--- src/rtl/sc_frogregister.sv ---
// sc_frogregister: position register for the frog in a Frogger-style game.
// It holds the frog's row/column and applies one movement command per clock,
// using the priority clear > up > down > left > right. Moves that would leave
// the playfield are refused and reported on Reject. Every output is registered
// and changes together with the position.
//
// Ports:
//   SC_FROGREGISTER_CLOCK_50                 system clock
//   SC_FROGREGISTER_RESET_InHigh             synchronous reset, active high
//   SC_FROGREGISTER_clear_InLow              return frog to start, active low
//   SC_FROGREGISTER_load0_InLow              move up one row, active low
//   SC_FROGREGISTER_load1_InLow              move down one row, active low
//   SC_FROGREGISTER_shiftselection_In        01 left, 10 right, 00/11 hold
//   SC_FROGREGISTER_Matrix_Out               one-hot map, bit r*COLS+c
//   SC_FROGREGISTER_bottomsidecomparator_OutLow  low on bottom row
//   SC_FROGREGISTER_topsidecomparator_OutLow     low on row 0
//   SC_FROGREGISTER_Arrive_OutLow            one-cycle low on entering row 0
//   SC_FROGREGISTER_Ack_OutLow               one-cycle low after a move
//   SC_FROGREGISTER_Reject_OutLow            one-cycle low after a blocked move
//   SC_FROGREGISTER_Steps_Out                accepted moves, saturating at 255
module sc_frogregister #(
  parameter int ROWS      = 8,
  parameter int COLS      = 8,
  parameter int START_COL = 3
) (
  input  logic                 SC_FROGREGISTER_CLOCK_50,
  input  logic                 SC_FROGREGISTER_RESET_InHigh,
  input  logic                 SC_FROGREGISTER_clear_InLow,
  input  logic                 SC_FROGREGISTER_load0_InLow,
  input  logic                 SC_FROGREGISTER_load1_InLow,
  input  logic [1:0]           SC_FROGREGISTER_shiftselection_In,
  output logic [ROWS*COLS-1:0] SC_FROGREGISTER_Matrix_Out,
  output logic                 SC_FROGREGISTER_bottomsidecomparator_OutLow,
  output logic                 SC_FROGREGISTER_topsidecomparator_OutLow,
  output logic                 SC_FROGREGISTER_Arrive_OutLow,
  output logic                 SC_FROGREGISTER_Ack_OutLow,
  output logic                 SC_FROGREGISTER_Reject_OutLow,
  output logic [7:0]           SC_FROGREGISTER_Steps_Out
);

  localparam int RW = (ROWS > 1) ? $clog2(ROWS) : 1;
  localparam int CW = (COLS > 1) ? $clog2(COLS) : 1;
  localparam logic [RW-1:0] LAST_ROW  = RW'(ROWS - 1);
  localparam logic [CW-1:0] LAST_COL  = CW'(COLS - 1);
  localparam logic [CW-1:0] START     = CW'(START_COL);
  localparam logic [ROWS*COLS-1:0] START_MAP =
    {{(ROWS*COLS-1){1'b0}}, 1'b1} << ((ROWS - 1) * COLS + START_COL);

  logic [RW-1:0]        row, next_row;
  logic [CW-1:0]        col, next_col;
  logic [7:0]           steps, next_steps;
  logic [ROWS*COLS-1:0] next_matrix;
  logic                 next_ack, next_reject, next_arrive;
  logic                 moved;

  logic clear_cmd, up_cmd, down_cmd, left_cmd, right_cmd;

  assign clear_cmd = ~SC_FROGREGISTER_clear_InLow;
  assign up_cmd    = ~SC_FROGREGISTER_load0_InLow;
  assign down_cmd  = ~SC_FROGREGISTER_load1_InLow;
  assign left_cmd  = (SC_FROGREGISTER_shiftselection_In == 2'b01);
  assign right_cmd = (SC_FROGREGISTER_shiftselection_In == 2'b10);

  // Choose exactly one command by priority. A blocked command still wins the
  // arbitration: lower-priority commands are not tried in its place.
  always_comb begin
    next_row    = row;
    next_col    = col;
    next_steps  = steps;
    next_ack    = 1'b1;
    next_reject = 1'b1;
    next_arrive = 1'b1;
    moved       = 1'b0;
    next_matrix = '0;

    if (clear_cmd) begin
      next_row   = LAST_ROW;
      next_col   = START;
      next_steps = 8'd0;
    end else if (up_cmd) begin
      if (row != '0) begin
        next_row = row - RW'(1);
        moved    = 1'b1;
        if (row == RW'(1)) next_arrive = 1'b0;
      end else begin
        next_reject = 1'b0;
      end
    end else if (down_cmd) begin
      if (row != LAST_ROW) begin
        next_row = row + RW'(1);
        moved    = 1'b1;
      end else begin
        next_reject = 1'b0;
      end
    end else if (left_cmd) begin
      if (col != '0) begin
        next_col = col - CW'(1);
        moved    = 1'b1;
      end else begin
        next_reject = 1'b0;
      end
    end else if (right_cmd) begin
      if (col != LAST_COL) begin
        next_col = col + CW'(1);
        moved    = 1'b1;
      end else begin
        next_reject = 1'b0;
      end
    end

    if (moved) begin
      next_ack = 1'b0;
      if (steps != 8'hFF) next_steps = steps + 8'd1;
    end

    // The map is decoded from the next position so it lands in the same edge.
    for (int r = 0; r < ROWS; r++) begin
      for (int c = 0; c < COLS; c++) begin
        next_matrix[r*COLS + c] = (next_row == RW'(r)) && (next_col == CW'(c));
      end
    end
  end

  // Position, map, comparators, pulses and step count all update on one edge.
  always_ff @(posedge SC_FROGREGISTER_CLOCK_50) begin
    if (SC_FROGREGISTER_RESET_InHigh) begin
      row                                         <= LAST_ROW;
      col                                         <= START;
      steps                                       <= 8'd0;
      SC_FROGREGISTER_Matrix_Out                  <= START_MAP;
      SC_FROGREGISTER_bottomsidecomparator_OutLow <= 1'b0;
      SC_FROGREGISTER_topsidecomparator_OutLow    <= 1'b1;
      SC_FROGREGISTER_Arrive_OutLow               <= 1'b1;
      SC_FROGREGISTER_Ack_OutLow                  <= 1'b1;
      SC_FROGREGISTER_Reject_OutLow               <= 1'b1;
    end else begin
      row                                         <= next_row;
      col                                         <= next_col;
      steps                                       <= next_steps;
      SC_FROGREGISTER_Matrix_Out                  <= next_matrix;
      SC_FROGREGISTER_bottomsidecomparator_OutLow <= (next_row != LAST_ROW);
      SC_FROGREGISTER_topsidecomparator_OutLow    <= (next_row != '0);
      SC_FROGREGISTER_Arrive_OutLow               <= next_arrive;
      SC_FROGREGISTER_Ack_OutLow                  <= next_ack;
      SC_FROGREGISTER_Reject_OutLow               <= next_reject;
    end
  end

  assign SC_FROGREGISTER_Steps_Out = steps;

endmodule

--- config.mk ---
export PLATFORM = sky130hd
export DESIGN_NAME = sc_frogregister
export DESIGN_NICKNAME = d
export VERILOG_FILES = /design/src/rtl/sc_frogregister.sv
export SDC_FILE = /design/constraint.sdc
export NUM_CORES = 1
export LEC_CHECK = 0
export CAP_MARGIN = 40
export CORE_ASPECT_RATIO = 0.9
export CORE_MARGIN = 3
export CORE_UTILIZATION = 35
export CTS_CLUSTER_SIZE = 8
export DETAILED_ROUTE_END_ITERATION = 8
export PLACE_DENSITY = 0.67
export SLEW_MARGIN = 20
export SYNTH_ARGS = -nofsm -noshare
export SYNTH_HDL_FRONTEND = slang
export SYNTH_SLANG_ARGS = --single-unit
--- constraint.sdc ---
create_clock -name SC_FROGREGISTER_CLOCK_50 -period 5.4 [get_ports SC_FROGREGISTER_CLOCK_50]
set_input_delay 1.08 -clock SC_FROGREGISTER_CLOCK_50 [delete_from_list [all_inputs] [get_ports SC_FROGREGISTER_CLOCK_50]]
set_output_delay 1.08 -clock SC_FROGREGISTER_CLOCK_50 [all_outputs]
set_load 0.02 [all_outputs]
---- Yosys cells after proc, flatten, opt, wreduce, memory -nomap -nowiden ----
Cells that the tools add are included.
Widths: inputs -> output; s select.
storage, ports and cells
  bits in registers ....................... 83
  output and inout port bits .............. 77
  logic and storage cells ................. 138
  input bits .............................. 7
cells by class
  reduce and logical (&&, ||, !) cells .... 71
  $add $sub $neg .......................... 5
  bitwise operators ....................... 2
  equality and inequality tests ........... 21
  mux-type cells .......................... 30
operator list
  operator             number
  $logic_and 1x1->1    64
  $mux 3               12
  $eq 3x3->1 const B   8
  $mux 8               3
  $mux 1               15
  $eq 3x2->1 const B   4
  $eq 3x1->1 const B   3
  $ne 3x3->1 const B   3
  $reduce_bool 3->1    3
  $add 8x1->8 const B  1
  $ne 8x8->1 const B   1
  $add 3x1->3 const B  2
  $logic_not 3->1      2
  $sub 3x1->3 const B  2
  $reduce_or 4->1      1
  $eq 2x1->1 const B   1
  $eq 2x2->1 const B   1
  $not 1->1            2
  $reduce_or 2->1      1

---- Depth between registers and ports, before layout ----
  word-level depth ........................ 9
  mapped depth ............................ 9
  depth with buffers taken out ............ 7

---- Worst setup path after synthesis ----
Ideal clock, no wire load.
  path type ............................... input port to flip-flop
  from .................................... input SC_FROGREGISTER_load0_InLow
  to ...................................... register SC_FROGREGISTER_Matrix_Out[16]
  path buffers ............................ 2
  stages .................................. 7
  setup slack ............................. 2.995 ns
  data arrival time ....................... 2.326 ns
  data required time ...................... 5.322 ns
  setup time .............................. 0.078 ns
  cells stage by stage .................... buf_4 -> nor2_2 -> a22oi_4 -> xnor2_1 -> clkbuf_1 -> nand4_1 -> nor3_1
between the ends
  word-level cells in the longest chain between the ends .. 4
  elaborated cells between the ends (all ways) .. 7
  those cells by class .................... eq/ne: 1; mux: 4; reduce/logical: 2
ends and longest elaborated chain
  item                                           RTL line  source
  start, declared                                29        input logic SC_FROGREGISTER_load0_InLow,
  $mux 3                                         80        end else if (up_cmd) begin
  $mux 3                                         76        if (clear_cmd) begin
  $eq 3x2->1 or $logic_not 3->1 (tied branches)  119       next_matrix[r*COLS + c] = (next_row == RW'(r)) && (next_col == CW'(c));
  $logic_and 1x1->1 (*)                          119
  end signal, assigned                           140       SC_FROGREGISTER_Matrix_Out <= next_matrix;
  end, declared                                  32        output logic [ROWS*COLS-1:0] SC_FROGREGISTER_Matrix_Out,
Every way passes the cells marked *; elsewhere a longest branch is shown, timed or not.
A chain may end at the register's enable or synchronous reset.

---- Final worst setup path ----
  from .................................... input SC_FROGREGISTER_clear_InLow
  to ...................................... register SC_FROGREGISTER_Matrix_Out[1]
between the ends
  word-level cells in the longest chain between the ends .. 3
  elaborated cells between the ends (all ways) .. 5
  those cells by class .................... eq/ne: 1; mux: 2; reduce/logical: 2
ends and longest elaborated chain
  item                                           RTL line  source
  start, declared                                28        input logic SC_FROGREGISTER_clear_InLow,
  $mux 3                                         76
  $eq 3x1->1 or $logic_not 3->1 (tied branches)  119
  $logic_and 1x1->1 (*)                          119
Marks and branches as above.

==> results by group <==
Synth
  • Synth Area in Simple Gates: 0.2454
  • EDFF count, synth: 0
  • Cells after synthesis: 298
  • Synth Register Bits: 83
  • Complex-gate fraction of the synthesized area: 0.09938
  • Post-synthesis mux area share: 0.03052
  • Register area share after synthesis: 0.5476
  • Main combinational cell family by area after synthesis: simple AND/OR/NAND/NOR gates
  • XOR/XNOR Fraction of Synth Area: 0.01113
  • Adder-cell area share of the yosys netlist: 0.03299
  • Post-synthesis async set-or-reset flop share: 0
  • Number of unique standard cell types used by synthesis: 54
  • Synth Cell Area: 3034 sq um
  • Yosys warnings: 0
  • Mean Syn Cell Area: 10.18 sq um
  • Syn_nets: 313
  • Top_reg_cell synth: dfxtp_1

Job
  • Maxcap violations: 0

Routing
  • Via count: 2552
  • WL final: 7.720 mm
  • DRC viols: 0
  • Met2 Wirelength: 3.551 mm
  • Iter 0 DRT Violations: 118
  • Post-DRT Antenna Nets: 0
  • Met3 Wirelength: 389 um
  • Vias/cell: 5.104
  • Drt pass-1 iters: 4
  • Highest routed layer: met4
  • Metal-1 WL: 3.662 mm
  • Routed wire per std cell: 15.44 um

Clocking
  • CTS tree: done
  • Resize count post-CTS: 0
  • Hold_buf cts: 0
  • Clock Latency Late Sink: 350 ps
  • Post-CTS Setup Bufs: 0
  • Root Driver: clkbuf_8
  • Largest buffer count on any clock path: 2
  • Clock sink count: 83
  • Clock slew at reported path FFs: 90 ps
  • Num CTS Buffers: 9
  • Htree depth: 3

Power
  • Tot Pwr: 0.001219 W
  • PwrDens: 289.3 nW/um^2
  • Static leakage: 1.495 nW
  • Peak supply drop: 0.1659 mV

Min path
  • Worst Hold Class: reg -> reg
  • Hold Path Stages: 2

Floorplanning
  • Core area: 8223 sq um
  • I/O pins: 84
  • Die Height: 94.33 um
  • Die area: 9824 sq um
  • Initial Utilization: 0.3690
  • Die width: 104.1 um
  • Row cnt: 31

STA
  • Final Max Slew Viols: 0
  • Tcrit/Tclk final: 0.6051
  • Slew headroom: 0.4953
  • Setup tns final: 0 ps
  • Final setup viols: 0
  • Clk_skew: 9.007 ps
  • RSZ-0062 raised after global routing: false
  • Least-Margin Pin Slew: 757.0 ps
  • Final Hold Violating Endpoints: 0
  • F_max: 306.0 MHz
  • Final Worst Setup Slack: 2132 ps
  • Tmin final: 3268 ps

Critical path
  • Critical Path Fanout Max: 33
  • Cells on worst reg2reg path: 8
  • Critical Path RT: 5640 ps
  • Critical Path Source Type: input pin
  • Reg2reg setup slack: 2850 ps
  • Critical path's largest stage delay: 640 ps
  • CP Class: in -> reg
  • CP endpoint kind: register
  • Crit-path cells: clkdlybuf4s50_1 > inv_2 > nor2_2 > and3_1 > nand3_2 > nor4_1
  • Crit-path slowest cell: clkdlybuf4s50_1
  • WP data arrival: 3510 ps

Place
  • GP Congestion: 0.8864
  • DPL Wire Length: 5.509 mm
  • Port buffer count: 83
  • Place WS: 1807 ps

Final layout
  • Fill cells: 747
  • Area Overhead vs Synth: 38.89%
  • Share of layout cells above drive strength 1: 0.1117
  • Antenna diode count: 0
  • NumNets Final: 395
  • Multi-input logic area: 1276 sq um
  • Storage element area: 1662 sq um

Run status
  • Run status: finished, final reports clean

Global routing
  • Vias in the first global route: 2488
  • Gr usage total: 0.1590
  • Pin count of the biggest net entering global routing: 34
  • Initial antenna violation count: 0
  • Global-route wire length before repair: 12.56 mm
  • Grt total ovfl: 0
==> cells by family after synthesis <==
family	Yosys count
simple gates	134
flops	83
compound gates	40
buf+inv	23
fa+ha+maj	8
mux	7
xor+xnor	3
==> cells in the mapped netlist, types with 3 or more instances <==
cell      count  share of area
nand2_1      13          0.016
o21ai_1       5         0.0082
a21oi_2       3         0.0087
o21ai_0       3         0.0049
nor3_1       41          0.068
a31oi_1       5          0.010
nand3b_1      3         0.0074
nand4_1      14          0.029
nand3_1       9          0.015
buf_2         8          0.013
dfxtp_1      83           0.55
ha_1          8          0.033
nor2_1       18          0.022
clkbuf_1      7         0.0087
inv_1         6         0.0074
nor4_1       14          0.029
a21oi_1       6         0.0099
==> final timing paths <==
| check | end | from |
|---|---|---|
| setup / recovery | SC_FROGREGISTER_Matrix_Out[1] | SC_FROGREGISTER_clear_InLow |
| setup reg to reg | SC_FROGREGISTER_Matrix_Out[45] | col[0] |
| hold / removal | SC_FROGREGISTER_Steps_Out[4] | SC_FROGREGISTER_Steps_Out[4] |
| hold reg to reg | SC_FROGREGISTER_Steps_Out[4] | SC_FROGREGISTER_Steps_Out[4] |
==> state kept, by name, indices dropped and copies added (netlist names), 3 cells and up <==
name / flops
SC_FROGREGISTER_Matrix_Out: 64
SC_FROGREGISTER_Steps_Out: 8
col: 3
row: 3
==> layout by cell type, fill, tap and decap left out, drive strengths merged, types with 2 or more instances in the layout <==
master	count
bufinv	2
or3	2
o21ai	8
nand4	14
clkinv	2
ha	8
mux2i	5
a21o	2
a41o	2
dfxtp	83
xnor2	3
and3	2
clkbuf	10
nand2b	2
buf	4
clkdlybuf4s50	83
nor2b	4
nand2	14
nand3	11
o31ai	2
mux2	2
a21oi	9
inv	8
a211oi	2
a31oi	5
nor4	15
nor2	20
nand3b	3
nor3	42
==> layer usage <==
metal / track usage / up-vias
li1: - / 1253
met1: 0.2063 / 1218
met2: 0.2565 / 71
met3: 0.03281 / 10
met4: 0.07530 / 0
met5: 0 / -
==> power breakdown <==
group	internal [W]	switching (W)	total, W
sequential	0.000616	0.00000352	0.000620
combinational	0.0000314	0.0000611	0.0000925
clock	0.000278	0.000229	0.000507
total	0.000926	0.000293	0.00122
==> through the flow <==
stage | instances | instance area, sq um | utilization | hold WS [ps]
3_5_place_dp | 484 | 3980 | 0.4840 | 494.2
4_1_cts | 500 | 4214 | 0.5125 | 507.2
5_1_grt | 500 | 4214 | 0.5125 | 535.9
6_report | 500 | 4214 | 0.5125 | 508.8
2_1_floorplan | 298 | 3034 | - | 544.5
3_3_place_gp | 480 | 3935 | 0.4785 | 477.0
==> area by class of cell <==
type / count / area share
well taps: 115 / 0.03414
flip-flops and latches: 83 / 0.3943
clock inverters: 6 / 0.02286
clock buffers: 10 / 0.03266
multi-input cells: 192 / 0.3028
repair buffers: 87 / 0.2069
inverters: 7 / 0.006235
==> critical path, delay by kind of cell <==
| family | cells | cell delay [ps] |
|---|---|---|
| buffers and inverters | 2 | 940 |
| AND/OR/NAND/NOR | 4 | 1470 |
Note: power is estimated with default switching activity, not from simulation.
==> RTL change 1: new RTL, same flow settings <==
`ROWS`: 8 -> 16.
--- a/src/rtl/sc_frogregister.sv
+++ b/src/rtl/sc_frogregister.sv
@@ -19,7 +19,7 @@
 //   SC_FROGREGISTER_Reject_OutLow            one-cycle low after a blocked move
 //   SC_FROGREGISTER_Steps_Out                accepted moves, saturating at 255
 module sc_frogregister #(
-  parameter int ROWS      = 8,
+  parameter int ROWS      = 16,
   parameter int COLS      = 8,
   parameter int START_COL = 3
 ) (
Ports: changed (resized SC_FROGREGISTER_Matrix_Out); port bits go from 84 to 148. The function was not compared with the original's and may differ.
==> RTL change 1 against the unedited design <==
Synthesized area grew 65%; final area grew 69%; sequential cell count grew 65; sequential power grew 79%; first-iteration DRC count grew 140%; power grew 90%; highest routed layer unchanged; critical path type unchanged; wire length grew 84%; largest cell class unchanged; worst setup slack lost 380 ps.
==> RTL change 1: results (changes against the unedited design) <==
Run status
  • Outcome: completed (unchanged)

Cells and area
  • Biggest register: SC_FROGREGISTER_Matrix_Out (unchanged)
  • Share of post-route cells with drive strength above 1: 11.3% (was 11.2%)
  • # fillers: 1210 (was 747)
  • NumNets Final: 628 (was 395)
  • Max FFs per register: 128 (was 64)
  • Post-route cell area: 7110 sq um (was 4210 sq um)

Timing
  • Worst-Margin Slew: 962 ps (was 757 ps)

Clock network
  • H-Tree Level Count: 4 (was 3)
  • Worst-Skew Late Latency: 420 ps (was 350 ps)
  • Worst-path clk slew: 60 ps (was 90 ps)
  • Cts bufs inserted: 17 (was 9)
  • Clock root buffer: clkbuf_16 (was clkbuf_8)

GRT
  • Global-route wire length before repair: 21800 um (was 12600 um)
  • Vias in the first global route: 3897 (was 2488)
  • M1 GR Usage: 22.1% (was 20.6%)
  • GRT Resource Usage Total: 17.9% (was 15.9%)
  • Met3 GRT Util: 7.81% (was 3.28%)
  • Met2 GRT Util: 27.7% (was 25.6%)
  • Largest net degree at the start of global routing: 24 (was 34)

Power
  • Leak: 2.46 nW (was 1.49 nW)
  • Worst-case vdd ir drop: 0.205 mV (was 0.166 mV)
  • Sw Share: 23.2% (was 24.1%)

Synthesis
  • Mux cell area share after synthesis: 1.53% (was 3.05%)
  • Seq/Total Area, Yosys: 59.3% (was 54.8%)
  • Post-Synth Adder-Cell Area: 1.75% (was 3.30%)
  • Distinct cells, synth: 65 (was 54)
  • Post-synthesis xor/xnor area fraction: 0.701% (was 1.11%)
  • YS warnings: 0 (unchanged)
  • Syn nets: 489 (was 313)
  • Synth Area in Compound Gates: 6.46% (was 9.94%)
  • Synth area leaders: dfxtp_1, nor3_1, nor2_1 (was dfxtp_1, nor3_1, ha_1)
  • Cells after Synth: 475 (was 298)

Critical path
  • CP Data Arrival Time: 3970 ps (was 3510 ps)
  • CP Max Fanout: 16 (was 33)
  • Largest stage delay on the critical path: 790 ps (was 640 ps)

Detailed routing
  • Met2 routed WL: 6720 um (was 3550 um)
  • Via count: 4000 (was 2552)
  • Metal1 wirelength: 5980 um (was 3660 um)
  • Vias/cell: 4.90 (was 5.10)
  • Pre-antenna DRT Iters: 6 (was 4)
  • Routed wire length: 14200 um (was 7720 um)
  • Metal3 WL: 1280 um (was 389 um)
  • DRT iter0 DRCs: 282 (was 118)

Place
  • Placed instance area: 6570 sq um (was 3980 sq um)
  • Dpl hpwl: 10000 um (was 5510 um)
  • Setup slack at placement: 1310 ps (was 1810 ps)
  • IO Port Bufs: 147 (was 83)
  • Dpl cells: 784 (was 484)
  • Gpl congestion: 0.878 (was 0.886)
RTL change 1: changes by cell type after synthesis, moves of 10 or more:
cell	before	now
dfxtp_1	83	148
nor2_1	18	65
nor3_1	41	57
nor3_2	1	15
nor4_1	14	4
RTL change 1: logic make-up after synthesis:
kind of cell	count (synthesis)
muxes	7
adders and majority gates	7
xor gates and xnor gates	4
DFF	148
AOI/OAI and AO/OA	39
buffers and inverters	40
and+or+nand+nor	230
RTL change 1: final cells by class:
type,instances,share of cell area [%]
inverter,10,0.528
tap,189,3.33
timing repair buffer,150,21.1
multi-input combinational,287,25.7
clock inverter,8,0.704
sequential,148,41.7
clock buffer,24,6.92
RTL change 1: tightest hold or removal path: stages, from the launching register on:
cell and delay [ps]:
dfxtp_1 340, nor2_1 110, a211oi_1 50
RTL change 1: path summary, 6_finish.rpt:
path                                 from  slack (ps)  cells past startpoint                             end
min reg2reg  SC_FROGREGISTER_Steps_Out[6]         560                      2    SC_FROGREGISTER_Steps_Out[6]
max           SC_FROGREGISTER_load0_InLow        1750                      6  SC_FROGREGISTER_Matrix_Out[69]
max reg2reg                        row[0]        2230                      7  SC_FROGREGISTER_Matrix_Out[10]
min          SC_FROGREGISTER_Steps_Out[6]         560                      2    SC_FROGREGISTER_Steps_Out[6]
RTL change 1: power groups by stage:
| stage | clock (W) | combinational, W | sequential [W] |
|---|---|---|---|
| after floorplan | 0 | 0.0000908 | 0.00113 |
| after global placement | 0 | 0.000131 | 0.00113 |
| after detailed placement | 0 | 0.000137 | 0.00113 |
| after CTS | 0.00109 | 0.000137 | 0.00111 |
| after global routing | 0.00113 | 0.000148 | 0.00111 |
| final | 0.00107 | 0.000138 | 0.00111 |
==> RTL change 2: new RTL, same flow settings <==
Without the edit above. Make the reset (`SC_FROGREGISTER_RESET_InHigh`) asynchronous in one clocked block. Comments in the files are not updated.
--- a/src/rtl/sc_frogregister.sv
+++ b/src/rtl/sc_frogregister.sv
@@ -122,7 +122,7 @@
   end
 
   // Position, map, comparators, pulses and step count all update on one edge.
-  always_ff @(posedge SC_FROGREGISTER_CLOCK_50) begin
+  always_ff @(posedge SC_FROGREGISTER_CLOCK_50 or posedge SC_FROGREGISTER_RESET_InHigh) begin
     if (SC_FROGREGISTER_RESET_InHigh) begin
       row                                         <= LAST_ROW;
       col                                         <= START;
Function: differs if SC_FROGREGISTER_RESET_InHigh is asserted again (counterexample within 4 cycles, from zero or initial values and one cycle with SC_FROGREGISTER_RESET_InHigh high); with SC_FROGREGISTER_RESET_InHigh held inactive, the same outputs for 4 cycles.
==> RTL change 2 against the unedited design <==
Worst setup slack improved by 50 ps; global-route usage decreased by 1.0 points; synthesized area increased by 7.9%; wire length decreased by 2.3%; die area is 7.4% higher; sequential cell count did not move; non-clock buffer count did not move; register-to-register slack better by 70 ps; sequential share of layout area is 7.6 points higher; critical endpoint is now SC_FROGREGISTER_Matrix_Out[51]; final area increased by 5.5%; hold slack improved by 47 ps; highest routed layer unchanged; clock skew rose by 6.8 ps.
Power is not compared: it rests on default switching activity, and its combinational part moved more than twofold at a synthesized area within 25%.
==> RTL change 2: results (changes against the unedited design) <==
Critical path
  • R2R cell count: 8 (unchanged)
  • CP Max Fanout: 11 (was 33)
  • Setup slack, reg-to-reg: 2920 ps (was 2850 ps)
  • R2R Path Start: row[0] (was col[0])
  • CP Capture Point: SC_FROGREGISTER_Matrix_Out[51] (was SC_FROGREGISTER_Matrix_Out[1])
  • Worst Setup SP: SC_FROGREGISTER_load0_InLow (was SC_FROGREGISTER_clear_InLow)
  • CP Data Arrival Time: 3500 ps (was 3510 ps)

Place
  • Placed instance area: 4240 sq um (was 3980 sq um)
  • Gpl congestion: 0.822 (was 0.886)
  • Dpl hpwl: 5540 um (was 5510 um)
  • Dpl cells: 482 (was 484)

Detailed routing
  • Via count: 2374 (was 2552)
  • DRT iter0 DRCs: 83 (was 118)
  • Wire per inst: 15.1 um (was 15.4 um)
  • Vias/cell: 4.76 (was 5.10)

Synthesis
  • Distinct cells, synth: 46 (was 54)
  • Post-synth ARST share: 100% (was 0%)
  • Seq/Total Area, Yosys: 63.8% (was 54.8%)
  • Synth top cells by count: dfrtp_1, nor2_1, nor3_1 (was dfxtp_1, nor3_1, nor2_1)

GRT
  • Largest net degree at the start of global routing: 32 (was 34)
  • Global-route wire length before repair: 12400 um (was 12600 um)
  • Vias in the first global route: 2317 (was 2488)
  • GRT Resource Usage Total: 14.9% (was 15.9%)

Clock network
  • Clock root buffer: clkbuf_8 (unchanged)
  • Resized Gates After CTS: 0 (unchanged)

Cells and area
  • NumNets Final: 390 (was 395)
  • Share of post-route cells with drive strength above 1: 11.8% (was 11.2%)

Run status
  • Outcome: completed (unchanged)

Hold path
  • Min-delay worst type: reg -> reg (unchanged)

Timing
  • Headroom to the max-slew limit: 61.0% (was 49.5%)
  • Clock Skews: 15.8 ps (was 9.01 ps)
[RTL change 2: cell types whose count changed after synthesis, sizes merged, moves of 9 or more]
| cell | change |
|---|---|
| dfxtp | -83 |
| nor3 | -10 |
| nor2 | +27 |
| dfstp | +10 |
| nand2b | +9 |
| dfrtp | +73 |
| nand4 | -10 |
| nor4 | -14 |
[RTL change 2: how the worst min path moves through the flow]
stage / from / depth (start not counted) / slack [ps] / endpoint
global route: SC_FROGREGISTER_Steps_Out[4] / 2 / 600 / SC_FROGREGISTER_Steps_Out[4]
finish: SC_FROGREGISTER_Steps_Out[4] / 2 / 560 / SC_FROGREGISTER_Steps_Out[4]
CTS: SC_FROGREGISTER_Steps_Out[4] / 2 / 560 / SC_FROGREGISTER_Steps_Out[4]
floorplan: col[0] / 2 / 530 / col[0]
global placement: SC_FROGREGISTER_Steps_Out[4] / 2 / 550 / SC_FROGREGISTER_Steps_Out[4]
detailed placement: SC_FROGREGISTER_Steps_Out[4] / 2 / 550 / SC_FROGREGISTER_Steps_Out[4]
[RTL change 2: cell type report]
cell class,instances,area (sq um)
well taps,119,149
repair buffers,87,873
inverters,9,35.0
fillers,792,4400
flip-flops and latches,83,2090
clock buffers,9,124
multi-input cells,185,1100
clock inverters,7,72.6
[RTL change 2: routing by layer]
metal	track usage, %	vias to the layer above	wire length (um)
li1	-	1143	-
met1	22.5	1150	3640
met2	21.2	70	3330
met3	3.44	11	449
met4	4.37	0	119
met5	0	-	0
[RTL change 2: stage by stage]
step	setup WS, ps	util, %
4_1_cts	2190	50.2
3_3_place_gp	1700	47.7
3_5_place_dp	1840	47.9
6_report	2180	50.3
5_1_grt	1890	50.3
2_1_floorplan	2200	-
[RTL change 2: power breakdown]
part | internal, W | switching, W | total (W)
logic | 0.0000731 | 0.000125 | 0.000198
clock network | 0.000180 | 0.000248 | 0.000429
registers | 0.000646 | 0.0000160 | 0.000662
[RTL change 2: worst max-delay path, delay by kind of cell]
family                 cells  cell delay [ps]
and+or+nand+nor            5             1410
AOI/OAI and AO/OA          1              300
buffers and inverters      1              700
[RTL change 2: cell families (layout without fill, tap and decap cells)]
kind of cell | Yosys count | count (layout) | synth area share (%)
DFF | 83 | 83 | 63.8
buffers and inverters | 20 | 112 | 2.60
and+or+nand+nor | 143 | 143 | 21.6
muxes | 8 | 8 | 2.48
adders and majority gates | 8 | 8 | 3.06
AOI/OAI and AO/OA | 24 | 24 | 5.73
xor gates and xnor gates | 2 | 2 | 0.764
